[config.mk]
export PLATFORM = sky130hd
export DESIGN_NAME = cpu_bus_responder
export DESIGN_NICKNAME = d
export VERILOG_FILES = /design/src/rtl/cpu_bus_pkg.sv /design/src/rtl/bus_resp_regfile.sv /design/src/rtl/cpu_bus_responder.sv
export SDC_FILE = /design/constraint.sdc
export NUM_CORES = 1
export LEC_CHECK = 0
export CAP_MARGIN = 30
export CORE_ASPECT_RATIO = 0.6
export CORE_UTILIZATION = 45
export CTS_BUF_LIST = sky130_fd_sc_hd__clkbuf_8
export CTS_CLUSTER_DIAMETER = 80
export CTS_CLUSTER_SIZE = 8
export DETAILED_ROUTE_END_ITERATION = 12
export PLACE_DENSITY_LB_ADDON = 0.3
export SLEW_MARGIN = 20
export SYNTH_ARGS = -nofsm -noshare
export SYNTH_HDL_FRONTEND = slang
export SYNTH_SLANG_ARGS = --single-unit
[constraint.sdc]
create_clock -name i_clk -period 3.4 [get_ports i_clk]
set_input_delay 0.51 -clock i_clk [delete_from_list [all_inputs] [get_ports i_clk]]
set_output_delay 0.51 -clock i_clk [all_outputs]
set_load 0.05 [all_outputs]
[src/rtl/cpu_bus_pkg.sv]
// cpu_bus_pkg
// Shared widths, register-bank geometry and the responder state encoding
// for the CPU bus target template.
package cpu_bus_pkg;

  localparam int BUS_W     = 32;
  localparam int REG_COUNT = 16;
  localparam int IDX_W     = 4;

  // Register index that becomes a free-running counter in timer builds.
  localparam logic [IDX_W-1:0] TIMER_IDX = 4'd15;

  typedef enum logic [1:0] {
    IDLE = 2'd0,
    WAIT = 2'd1,
    RESP = 2'd2,
    HOLD = 2'd3
  } bus_resp_state_t;

endpackage

[src/rtl/bus_resp_regfile.sv]
// bus_resp_regfile
// Sixteen 32-bit registers with one write port and one asynchronous read
// port, plus a continuous tap of register 0.
//
// Build option: BUS_RESP_TIMER_EN
//   defined   - register 15 counts up every clock (wrapping). A write to it
//               loads the written value and skips that cycle's increment.
//   undefined - register 15 is an ordinary read/write register.
//
// Ports:
//   clk      system clock
//   rst      synchronous active-high reset, clears every register
//   wr_en    write strobe (one cycle)
//   wr_idx   write register index
//   wr_data  write data
//   rd_idx   read register index
//   rd_data  register[rd_idx]
//   reg0     register 0, continuously
module bus_resp_regfile
  import cpu_bus_pkg::*;
(
  input  logic             clk,
  input  logic             rst,
  input  logic             wr_en,
  input  logic [IDX_W-1:0] wr_idx,
  input  logic [BUS_W-1:0] wr_data,
  input  logic [IDX_W-1:0] rd_idx,
  output logic [BUS_W-1:0] rd_data,
  output logic [BUS_W-1:0] reg0
);

`ifdef BUS_RESP_TIMER_EN
  localparam bit TIMER_EN = 1'b1;
`else
  localparam bit TIMER_EN = 1'b0;
`endif

  logic [BUS_W-1:0] regs [REG_COUNT];

  always_ff @(posedge clk) begin
    if (rst) begin
      for (int i = 0; i < REG_COUNT; i++) begin
        regs[i] <= '0;
      end
    end else begin
      for (int i = 0; i < REG_COUNT; i++) begin
        if (wr_en && (wr_idx == IDX_W'(i))) begin
          regs[i] <= wr_data;
        end else if (TIMER_EN && (IDX_W'(i) == TIMER_IDX)) begin
          // A write to the timer takes priority over the increment.
          regs[i] <= regs[i] + 32'd1;
        end
      end
    end
  end

  assign rd_data = regs[rd_idx];
  assign reg0    = regs[0];

endmodule

[src/rtl/cpu_bus_responder.sv]
// cpu_bus_responder
// Memory-mapped bus target for a 64-byte window. Decodes a CPU bus cycle on
// the rising edge of the strobe, inserts WAIT_STATES clocks, performs the
// register access, then holds ready (and read data) until the strobe drops.
//
// Build option: BUS_RESP_TIMER_EN (see bus_resp_regfile) turns register 15
// into a free-running counter.
//
// Parameters:
//   BASE_ADDR    window base, bits [5:0] ignored
//   WAIT_STATES  extra clocks before ready, 0..15
//
// Ports:
//   i_clk             system clock (shared with the CPU)
//   i_rst             synchronous active-high reset
//   i_bus_clk         CPU bus strobe
//   i_bus_we          1 = write cycle
//   i_bus_addr        byte address; [5:2] selects the register
//   i_bus_data        write data
//   o_bus_data        read data, held through HOLD, cleared on exit
//   o_bus_data_ready  cycle acknowledge
//   o_ctrl            live value of register 0
//
// state | meaning
// ------+--------------------------------------------------------------
// IDLE  | waiting for a strobe rising edge that hits the window
// WAIT  | counting down wait states
// RESP  | one cycle: perform write or capture read data, raise ready
// HOLD  | ready held until the strobe is sampled low
module cpu_bus_responder
  import cpu_bus_pkg::*;
#(
  parameter logic [31:0] BASE_ADDR   = 32'h0001_0000,
  parameter int          WAIT_STATES = 1
) (
  input  logic             i_clk,
  input  logic             i_rst,
  input  logic             i_bus_clk,
  input  logic             i_bus_we,
  input  logic [31:0]      i_bus_addr,
  input  logic [BUS_W-1:0] i_bus_data,
  output logic [BUS_W-1:0] o_bus_data,
  output logic             o_bus_data_ready,
  output logic [BUS_W-1:0] o_ctrl
);

  localparam logic [3:0] CNT_INIT = (WAIT_STATES > 0) ? 4'(WAIT_STATES - 1) : 4'd0;

  bus_resp_state_t  state;
  bus_resp_state_t  state_next;
  logic             bus_clk_q;
  logic [3:0]       wait_cnt;
  logic [IDX_W-1:0] idx_q;
  logic             we_q;
  logic [BUS_W-1:0] wdata_q;

  logic             hit;
  logic             start;
  logic             rf_we;
  logic [BUS_W-1:0] rf_rdata;

  logic             unused_addr_bits;
  assign unused_addr_bits = ^i_bus_addr[1:0];

  assign hit   = (i_bus_addr[31:6] == BASE_ADDR[31:6]);
  assign start = i_bus_clk && !bus_clk_q && hit;

  always_comb begin
    state_next = state;
    rf_we      = 1'b0;
    case (state)
      IDLE: begin
        if (start) begin
          state_next = (WAIT_STATES > 0) ? WAIT : RESP;
        end
      end
      WAIT: begin
        if (wait_cnt == 4'd0) begin
          state_next = RESP;
        end
      end
      RESP: begin
        rf_we      = we_q;
        state_next = HOLD;
      end
      HOLD: begin
        if (!i_bus_clk) begin
          state_next = IDLE;
        end
      end
      default: state_next = IDLE;
    endcase
  end

  always_ff @(posedge i_clk) begin
    if (i_rst) begin
      state            <= IDLE;
      // Treat the strobe as already high so a strobe held across reset
      // release is not mistaken for a new cycle.
      bus_clk_q        <= 1'b1;
      wait_cnt         <= 4'd0;
      idx_q            <= '0;
      we_q             <= 1'b0;
      wdata_q          <= '0;
      o_bus_data       <= '0;
      o_bus_data_ready <= 1'b0;
    end else begin
      state     <= state_next;
      bus_clk_q <= i_bus_clk;
      case (state)
        IDLE: begin
          if (start) begin
            idx_q    <= i_bus_addr[5:2];
            we_q     <= i_bus_we;
            wdata_q  <= i_bus_data;
            wait_cnt <= CNT_INIT;
          end
        end
        WAIT: begin
          if (wait_cnt != 4'd0) begin
            wait_cnt <= wait_cnt - 4'd1;
          end
        end
        RESP: begin
          o_bus_data_ready <= 1'b1;
          if (!we_q) begin
            o_bus_data <= rf_rdata;
          end
        end
        HOLD: begin
          if (!i_bus_clk) begin
            o_bus_data_ready <= 1'b0;
            o_bus_data       <= '0;
          end
        end
        default: ;
      endcase
    end
  end

  bus_resp_regfile u_regfile (
    .clk     (i_clk),
    .rst     (i_rst),
    .wr_en   (rf_we),
    .wr_idx  (idx_q),
    .wr_data (wdata_q),
    .rd_idx  (idx_q),
    .rd_data (rf_rdata),
    .reg0    (o_ctrl)
  );

endmodule

==> flow_summary.toml <==
[outcome]
status = "complete, no violations"

[route]
met2WireLength_mm = 27.8
wl_met1_mm = 27.0
dr_total_vias = 14300
ant_nets = 0
dr_wl_met3_mm = 7.08
wire_per_inst_um = 25.4
wl_mm = 63.1
drc = 0
routed.top_layer = "met4"
dr.pass1.iters = 5
viasPerCell = 5.76
dr.first_iter.drc_count = 1571

[floorplan]
die_w_um = 301
io_pins = 133
die_area_mm2 = 0.0547
die_y_um = 182
initial_core_util_pct = 45.8
fp-row-count = 65
core_area_mm2 = 0.0529

[worst_setup_path]
cp_max_fo = 21
worstReg2RegEnd = "u_regfile.regs[8][10]"
ff2ff_setup_slack_ns = 0.86
reg2reg_from = "state[0]"
cp.arrival_ns = 2.88
cp-start-kind = "register"
critPathCaptureType = "register"
r2r_cells = 7
cp.required_ns = 3.75
critPathKind = "register to register"

[min_path]
hp-start = "i_rst"
holdPathStages = 2
whs_endpoint = "wait_cnt[3]"
min_path_type = "primary input to register"

[cts]
numCtsBuffers = 84
tritoncts = "yes"
postCtsSetupBuffers = 0
cts_sinks = 593
holdBufCountCts = 0
cts_resized = 0
clkLatencyLatePin_ns = 0.66
cts_max_level = 3
clockBufferDepth = 3
clkSlewWorstSetupHoldPaths_ns = 0.07
cts-root-buf = "clkbuf_8"

[yosys]
synth_top_area_cell = "edfxtp_1"
synth_area_mm2 = 0.0242
synth_most_common_cell = "edfxtp_1"
synth-seq-cells = 593
yosys-top-cells-count = "512 x edfxtp_1, 323 x nor2_1, 128 x mux4_2"
synth_enable_flop_cells = 512
yosys_warnings = 0
syn_inst = 1568
netlist.area_leader.share_pct = 63.5
synthArstFlopShare_pct = 0
synth-seq-area-share_pct = 70.2
netlist_top_cells_area = "edfxtp_1 64%, mux4_2 12%, dfxtp_1 6.7%, nor2_1 5.0%, mux2i_1 2.6%"
synth.distinct_cells = 45
synthesis.nets = 1642
synth_ff_type = "edfxtp_1"
syn-mean-instance-area_um2 = 15.4

[layout]
layout-drive-gt1-share_pct = 16.8
nets = 1787
diodes = 0
area_delta_synth_final_pct = 15.4
fill_cells = 4337
final_area_mm2 = 0.0279

[sta]
setup_viol = 0
drv_slew = 0
fin_worst_skew_ns = 0.0215
fin_crit_ns = 2.54
max_slew_margin_pct = 45.4
max_freq_mhz = 394
fin_tns_setup_ns = 0
worstMarginPinSlew_ns = 0.819
rsz0062_at_grt = "false"
hold_violations = 0
post-route-period-util_pct = 74.7

[place]
placed_cell_area_mm2 = 0.0265
numPortBuffers = 130
dp_hpwl_mm = 36.0
globalplace.congestion = 0.760

[job]
maxCapViolCount = 0

[global_route]
grt_max_degree = 60
grt.overflow.total = 0
grt_antenna_before_repair = 0
grt_use_total_pct = 23.2
grt_pass1_wl_mm = 91.2
grt_pass1_vias = 14000

[pwr]
ir_worst_vdd_uv = 263
powerDensity_mw_per_mm2 = 503
p_leak_nw = 9.38
## final cells by class
type                    instances  area [um^2]  area share (%)
clock buffers                  87         1200            4.29
clock inverters                66          256           0.918
inverters                      40          150           0.538
multi-input cells             813         6540            23.4
flip-flops and latches        593        17000            60.9
well taps                     703          880            3.15
repair buffers                181         1890            6.78
## through the flow
| step | cells | util (%) | hold slack, ns | setup WS (ns) | power, W |
|---|---|---|---|---|---|
| after global placement | 2330 | 50.1 | 0.437 | 0.834 | 0.00917 |
| after CTS | 2483 | 52.8 | 0.348 | 0.900 | 0.0141 |
| after global routing | 2483 | 52.8 | 0.380 | 0.764 | 0.0145 |
| after floorplan | 1568 | - | 0.432 | 0.939 | 0.00880 |
| after detailed placement | 2330 | 50.1 | 0.439 | 0.713 | 0.00920 |
| final | 2483 | 52.8 | 0.393 | 0.861 | 0.0141 |
## worst max path at each step
stage                            endpoint                  start  slack, ns  depth (start not counted)
detailed placement               register              i_bus_clk       0.71                          7
global placement                 register              i_bus_clk       0.83                          7
CTS                            o_ctrl[22]  u_regfile.regs[0][22]       0.90                          1
finish              u_regfile.regs[8][10]               state[0]       0.86                          7
global route        u_regfile.regs[1][19]               state[0]       0.76                          7
floorplan            u_regfile.regs[7][0]               state[0]       0.94                          6
## critical path, cell delays in order, from the launching register on
cell and delay (ns):
dfxtp_1 0.35, inv_1 0.09, ha_1 0.23, nand2_1 0.20, nor3b_1 0.45, nand2_1 0.16, nand2b_2 0.45, buf_12 0.29
## logic make-up (layout without fill, tap and decap cells)
family | count (synthesis) | in the layout | share of synthesized area [%]
AO/OA/AOI/OAI | 127 | 127 | 3.36
buffers and inverters | 162 | 374 | 2.92
multiplexers | 192 | 192 | 14.6
AND/OR/NAND/NOR | 488 | 488 | 8.63
flip-flops | 593 | 593 | 70.2
adder cells (fa/ha/maj) | 6 | 6 | 0.310
## flip-flops by register name, summed over array words and instances, names as in the netlist, named ones only
| name | cells |
|---|---|
| o_bus_data | 32 |
| wait_cnt | 4 |
| we_q | 1 |
| o_bus_data_ready | 1 |
| state | 2 |
| idx_q | 4 |
| u_regfile.regs | 512 |
| bus_clk_q | 1 |
| wdata_q | 32 |
## cell usage in the layout, fill, tap and decap left out, types with 6 or more instances in the layout
master and n:
ha_1 6, dfxtp_1 78, a21oi_1 39, inv_1 104, nor2_1 323, nand2b_2 10, a21o_1 36, o22ai_1 32
nand2b_1 34, clkbuf_8 87, mux2i_1 64, clkdlybuf4s50_1 129, mux4_2 128, buf_4 35, nand2_1 90, buf_12 17
edfxtp_1 512
## metal layers
metal,vias up,track usage [%]
met5,-,0
met4,0,5.50
met3,95,6.05
met2,786,34.0
met1,7315,34.7
li1,6103,-
## power by group
group          leakage [nW]  switching, W  total, W  internal (W)
clock network         0.971       0.00266   0.00502       0.00236
logic                  2.74      0.000481  0.000789      0.000308
registers              5.67     0.0000924   0.00825       0.00816
(Power assumes the default switching activity.)
